**config.mk**
```make
export PLATFORM = sky130hd
export DESIGN_NAME = ss_multi_queue_flat
export DESIGN_NICKNAME = d
export VERILOG_FILES = /design/src/rtl/ss_multi_queue_if.sv /design/src/rtl/ss_multi_queue.sv /design/src/flat_wrapper.sv
export SDC_FILE = /design/constraint.sdc
export NUM_CORES = 1
export LEC_CHECK = 0
export CAP_MARGIN = 15
export CORE_MARGIN = 2
export CORE_UTILIZATION = 45
export CTS_BUF_LIST = sky130_fd_sc_hd__clkbuf_8
export DETAILED_ROUTE_END_ITERATION = 7
export GPL_ROUTABILITY_DRIVEN = 0
export GPL_TIMING_DRIVEN = 0
export PLACE_DENSITY = 0.76
export REMOVE_ABC_BUFFERS = 1
export SLEW_MARGIN = 20
export SYNTH_ARGS = -nofsm -noshare
export SYNTH_HDL_FRONTEND = slang
export SYNTH_SLANG_ARGS = --single-unit
```
**constraint.sdc**
```tcl
create_clock -name clk -period 6.32 [get_ports clk]
set_input_delay 1.896 -clock clk [delete_from_list [all_inputs] [get_ports clk]]
set_output_delay 1.896 -clock clk [all_outputs]
set_load 0.005 [all_outputs]
```
**src/rtl/ss_multi_queue_if.sv**
```systemverilog
// Push/pop bundle of the superscalar circular queue.
// valid/ready: lane i transfers when i_push_valid[i] and o_push_accept[i] are both high in the same cycle.
interface ss_multi_queue_if #(
   parameter int SS    = 2,
   parameter int WIDTH = 32,
   parameter int DEPTH = 16
);
   localparam int PCW = $clog2(SS + 1);
   localparam int OCW = $clog2(DEPTH + 1);

   logic                      i_flush;
   logic [SS-1:0]             i_push_valid;
   logic [SS-1:0][WIDTH-1:0]  i_push_data;
   logic [SS-1:0]             o_push_accept;
   logic [PCW-1:0]            i_pop_count;
   logic [SS-1:0]             o_out_valid;
   logic [SS-1:0][WIDTH-1:0]  o_out_data;
   logic [OCW-1:0]            o_occupancy;
   logic [OCW-1:0]            o_free_slots;
   logic                      o_full;
   logic                      o_empty;

   modport slave (
      input  i_flush, i_push_valid, i_push_data, i_pop_count,
      output o_push_accept, o_out_valid, o_out_data, o_occupancy, o_free_slots, o_full, o_empty
   );

   modport master (
      output i_flush, i_push_valid, i_push_data, i_pop_count,
      input  o_push_accept, o_out_valid, o_out_data, o_occupancy, o_free_slots, o_full, o_empty
   );
endinterface

```
**src/rtl/ss_multi_queue.sv**
```systemverilog
// Superscalar circular queue: 0..SS pushes and 0..SS pops per cycle, single-cycle flush,
// optional preload with sequential indices for free-list use.
module ss_multi_queue #(
   parameter int SS        = 2,
   parameter int WIDTH     = 32,
   parameter int DEPTH     = 16,
   parameter int INIT_MODE = 0,
   parameter int INIT_BASE = 0
) (
   input  logic               clk,
   input  logic               rst,
   ss_multi_queue_if.slave    q
);
   localparam int IW  = (DEPTH > 1) ? $clog2(DEPTH) : 1;
   localparam int OCW = $clog2(DEPTH + 1);
   localparam int PCW = $clog2(SS + 1);
   localparam logic [OCW-1:0] DEPTH_O = OCW'(DEPTH);
   localparam logic [IW:0]    DEPTH_I = (IW + 1)'(DEPTH);

   logic [WIDTH-1:0]          r_mem [DEPTH];
   logic [IW-1:0]             r_head;
   logic [IW-1:0]             r_tail;
   logic [OCW-1:0]            r_occ;

   logic [PCW-1:0]            w_push_cnt;
   logic [OCW-1:0]            w_free;
   logic [OCW-1:0]            w_acc;
   logic [OCW-1:0]            w_pcnt;
   logic [SS-1:0]             w_push_accept;
   logic [SS-1:0][IW-1:0]     w_wr_idx;
   logic [SS-1:0][IW-1:0]     w_rd_idx;

   // Offsets never exceed DEPTH, so one conditional subtract keeps non-power-of-two depths correct.
   function automatic logic [IW-1:0] wrap_add(input logic [IW-1:0] base, input logic [IW:0] off);
      logic [IW:0] s;
      s = {1'b0, base} + off;
      if (s >= DEPTH_I) s = s - DEPTH_I;
      return s[IW-1:0];
   endfunction

   // Only the unbroken run of valid lanes from lane 0 counts; lanes past the first gap are ignored.
   always_comb begin
      logic run;
      w_push_cnt = '0;
      run        = 1'b1;
      for (int i = 0; i < SS; i++) begin
         if (run && q.i_push_valid[i]) w_push_cnt = w_push_cnt + PCW'(1);
         else                          run        = 1'b0;
      end
   end

   // Space freed by a same-cycle pop is deliberately not reused until the next cycle.
   assign w_free = DEPTH_O - r_occ;
   assign w_acc  = (OCW'(w_push_cnt) < w_free) ? OCW'(w_push_cnt) : w_free;
   assign w_pcnt = (OCW'(q.i_pop_count) < r_occ) ? OCW'(q.i_pop_count) : r_occ;

   for (genvar g = 0; g < SS; g++) begin : g_lane
      assign w_wr_idx[g]      = wrap_add(r_tail, (IW + 1)'(g));
      assign w_rd_idx[g]      = wrap_add(r_head, (IW + 1)'(g));
      assign w_push_accept[g] = (OCW'(g) < w_acc) && !q.i_flush && !rst;
      assign q.o_out_valid[g] = (OCW'(g) < r_occ);
      assign q.o_out_data[g]  = r_mem[w_rd_idx[g]];
   end

   assign q.o_push_accept = w_push_accept;
   assign q.o_occupancy   = r_occ;
   assign q.o_free_slots  = w_free;
   assign q.o_full        = (r_occ == DEPTH_O);
   assign q.o_empty       = (r_occ == '0);

   always_ff @(posedge clk) begin
      if (rst || q.i_flush) begin
         r_head <= '0;
         r_tail <= '0;
         if (INIT_MODE == 1) begin
            r_occ <= DEPTH_O;
            for (int i = 0; i < DEPTH; i++) r_mem[i] <= WIDTH'(INIT_BASE + i);
         end else begin
            r_occ <= '0;
         end
      end else begin
         for (int i = 0; i < SS; i++) begin
            if (w_push_accept[i]) r_mem[w_wr_idx[i]] <= q.i_push_data[i];
         end
         r_head <= wrap_add(r_head, (IW + 1)'(w_pcnt));
         r_tail <= wrap_add(r_tail, (IW + 1)'(w_acc));
         r_occ  <= r_occ + w_acc - w_pcnt;
      end
   end
endmodule
```
**src/flat_wrapper.sv**
```systemverilog
// flat-port wrapper written by rule: the top's interface ports become plain ports
module ss_multi_queue_flat 
#(
   parameter int SS        = 2,
   parameter int WIDTH     = 32,
   parameter int DEPTH     = 16,
   parameter int INIT_MODE = 0,
   parameter int INIT_BASE = 0
)
  (clk, rst, q_i_flush, q_i_push_valid, q_i_push_data, q_i_pop_count, q_o_push_accept, q_o_out_valid, q_o_out_data, q_o_occupancy, q_o_free_slots, q_o_full, q_o_empty);
  ss_multi_queue_if #(.SS(SS), .WIDTH(WIDTH), .DEPTH(DEPTH)) q_i ();
  input  logic clk;
  input  logic rst;
  input wire logic [$bits(q_i.i_flush)-1:0] q_i_flush;
  input wire logic [$bits(q_i.i_push_valid)-1:0] q_i_push_valid;
  input wire logic [$bits(q_i.i_push_data)-1:0] q_i_push_data;
  input wire logic [$bits(q_i.i_pop_count)-1:0] q_i_pop_count;
  output wire logic [$bits(q_i.o_push_accept)-1:0] q_o_push_accept;
  output wire logic [$bits(q_i.o_out_valid)-1:0] q_o_out_valid;
  output wire logic [$bits(q_i.o_out_data)-1:0] q_o_out_data;
  output wire logic [$bits(q_i.o_occupancy)-1:0] q_o_occupancy;
  output wire logic [$bits(q_i.o_free_slots)-1:0] q_o_free_slots;
  output wire logic [$bits(q_i.o_full)-1:0] q_o_full;
  output wire logic [$bits(q_i.o_empty)-1:0] q_o_empty;
  assign q_i.i_flush = q_i_flush;
  assign q_i.i_push_valid = q_i_push_valid;
  assign q_i.i_push_data = q_i_push_data;
  assign q_i.i_pop_count = q_i_pop_count;
  assign q_o_push_accept = q_i.o_push_accept;
  assign q_o_out_valid = q_i.o_out_valid;
  assign q_o_out_data = q_i.o_out_data;
  assign q_o_occupancy = q_i.o_occupancy;
  assign q_o_free_slots = q_i.o_free_slots;
  assign q_o_full = q_i.o_full;
  assign q_o_empty = q_i.o_empty;
  ss_multi_queue #(.SS(SS), .WIDTH(WIDTH), .DEPTH(DEPTH), .INIT_MODE(INIT_MODE), .INIT_BASE(INIT_BASE)) u_core (.clk(clk), .rst(rst), .q(q_i));
endmodule
```
==> impl_metrics.tcl <==
set metrics [dict create \
    status "finished, final reports clean" \
    synth-edff-count 512 \
    cts_tree "yes" \
    ys.flop_type "edfxtp_1" \
    min_from "u_core.r_tail[0]$_SDFF_PP0_" \
    p_per_area_nw_per_um2 279 \
    synth_area_sq_um 30700 \
    crit_type "reg -> out" \
    synth_area_per_cell_sq_um 17.9 \
    drt_first_iter_violations 2414 \
    clk_pin_slew_worst_paths_ns 0.05 \
    max_cap_violations 0 \
    drc 0 \
    crit_required_ns 4.42 \
    wire_per_inst_um 32.3 \
    clockBufferDepth 3 \
    die-width_um 265 \
    cts_inserted_buffers 86 \
    fp.dieH_um 265 \
    setup_tns_ns 0 \
    rsz0062_at_grt "false" \
    min_period_ns 6.17 \
    max-vdd-ir-drop_mv 0.383 \
    n_fill_cell 5035 \
    p_leak_nw 11.5 \
    core.rowCount 95 \
    synth_fa_ha_area_share_pct 1.08 \
    grt.overflow.total 0 \
    synthCells 1713 \
    grt_pass1_vias 19700 \
    synth_mux_area_share_pct 42.3 \
    min_path_cells 2 \
    worstReg2RegStart "u_core.q.o_occupancy[0]$_SDFF_PP0_" \
    finalClockSkew_ns 0.0239 \
    r2r-end "u_core.r_mem[4][22]$_DFFE_PP_" \
    synth_compound_area_share_pct 0.742 \
    dpl.hpwl_um 63000 \
    syn2layout_area_growth_pct 18.8 \
    yosysTopAreaCellShare_pct 50.1 \
    ys_types 45 \
    ant_nets 0 \
    start_util_pct 45.6 \
    hold_viol 0 \
    startpoint_type "flip-flop" \
    clkLatencyLatePin_ns 0.68 \
    grtUsageTotal_pct 26.2 \
    cts-root-buf "clkbuf_8" \
    dp_slack_ns -0.312 \
    whs_ns 0.715 \
    synthTopCellsByArea "edfxtp_1 (50%), mux4_2 (23%), mux2_2 (18%), clkbuf_1 (1.1%), dfxtp_1 (0.85%)" \
    grt_max_degree 43 \
    finalCritPeriodShare_pct 97.6 \
    cts_hold_buf 0 \
    power.total_mw 10.2 \
    nets 2005 \
    ys_seq_area_share_pct 50.9 \
    hp-class "reg -> reg" \
    ys_warn_count 0 \
    antenna_found_initial 8 \
    grt_pass1_wl_um 133000 \
    drive_gt1_share_pct 56.4 \
    wl_um 91900 \
    slew-limit-headroom_pct 30.6 \
    ys_async_sr_fraction_pct 0 \
    synth_top_cell_by_area "edfxtp_1" \
    fmax_mhz 162 \
    via_per_inst 6.71 \
    setup_slack_ns 0.151 \
    yosys.area_share.simple_pct 1.51 \
    via_count 19075 \
    cp.arrival_ns 4.27 \
    endpoint_kind "output port" \
    dr.pass1.iters 5 \
    synth_top_family_by_area "multiplexers" \
    core-area_sq_um 67400 \
    tightest_slew_ns 1.04 \
    cp_max_fo 42 \
    r2r_slack_ns 1.40 \
    die-area_sq_um 70300 \
    min_to "u_core.r_tail[0]$_SDFF_PP0_" \
    synth_seq_cells 525 \
    io_buffers 150 \
    clock_sinks 525 \
    synth_commonest_cells "edfxtp_1 (512), mux2_2 (492), mux4_2 (320)" \
    synthXorXnorAreaFrac_pct 0.342 \
    cts_max_level 3 \
    setup_violations 0 \
    r2r_cells 15 \
    yosysMostFrequentCell "edfxtp_1" \
    postLayoutCoreUtil_pct 54.1 \
    io_pins 151 \
    maxSlewViolCount 0 \
]
[state kept, by name, indices dropped and copies added, names as in the netlist]
signal and cells:
u_core.r_mem 512, u_core.q.o_occupancy 5, u_core.r_head 4, u_core.r_tail 4
[routing by layer]
layer / track usage [%] / vias up / part of all wire (%)
li1: - / 7534 / -
met1: 34.8 / 9936 / 37
met2: 40.6 / 1306 / 47
met3: 7.19 / 289 / 11
met4: 11.8 / 10 / 4.3
met5: 0 / - / 0.066
[placed cells by master, fill, tap and decap left out, types with 9 or more instances in the layout]
cell type	Yosys	final
mux4_2	320	320
clkdlybuf4s50_1	0	150
buf_6	13	29
inv_1	16	36
ha_1	17	16
buf_2	33	10
nor2_1	15	14
clkinv_2	0	12
clkbuf_8	0	89
clkinv_1	0	22
buf_16	0	43
buf_8	0	17
dfxtp_1	13	9
buf_4	1	43
edfxtp_1	512	512
mux2_1	22	22
nand2_1	12	12
mux2_2	492	492
[where the power goes]
| group | switching [mW] | total (mW) | leakage, nW | internal [mW] |
|---|---|---|---|---|
| clock | 1.37 | 2.66 | 0.828 | 1.29 |
| sequential | 0.108 | 4.03 | 4.72 | 3.92 |
| combinational | 1.54 | 3.50 | 5.99 | 1.95 |
[critical path, cell delays in order, from the launching register on]
cell	delay, ns
dfxtp_4	0.55
buf_16	0.30
buf_16	0.31
ha_4	0.37
buf_12	0.30
buf_16	0.29
mux4_2	0.37
mux4_2	0.54
clkdlybuf4s50_1	0.48
[final cells by class]
cell class	instances	area [sq um]	share of cell area, %
sequential	525	15700	42.9
multi-input combinational	981	14400	39.5
timing repair buffer	300	3800	10.4
clock buffer	89	1220	3.36
tap	873	1090	2.99
clock inverter	54	218	0.597
inverter	17	90.1	0.247
antenna	3	7.51	0.0206
[metrics by stage]
stage | area [sq um] | cells
after floorplan | 29800 | 1523
after global placement | 32400 | 2546
after detailed placement | 34900 | 2689
after CTS | 36400 | 2836
after global routing | 36500 | 2841
final | 36500 | 2842
[what timing repair did]
action,4_1_cts,5_1_grt
gates resized for setup,1,6
pin swaps,2,2
setup buffers,4,3
endpoints found under the setup margin,16,2
[worst max path at each step]
stage,from,end,slack [ns]
after CTS,q_i_push_valid[0],q_o_push_accept[0],0.02
final,u_core.r_head[0]$_SDFF_PP0_,q_o_out_data[53],0.15
after detailed placement,q_i_push_valid[0],q_o_push_accept[0],-0.31
after floorplan,u_core.r_head[0]$_SDFF_PP0_,q_o_out_data[32],-7.71
after global placement,u_core.r_head[0]$_SDFF_PP0_,q_o_out_data[40],-13.66
after global routing,u_core.r_head[0]$_SDFF_PP0_,q_o_out_data[40],0.02
[logic make-up (layout without fill, tap and decap cells)]
family                   count (synthesis)  count (layout)
multiplexers                           834             834
flip-flops                             525             525
buffers and inverters                  211             460
AND/OR/NAND/NOR                         76              76
AO/OA/AOI/OAI                           30              30
adder cells (fa/ha/maj)                 23              23
XOR/XNOR                                12              12
other                                    2               9
(Power assumes the default switching activity.)
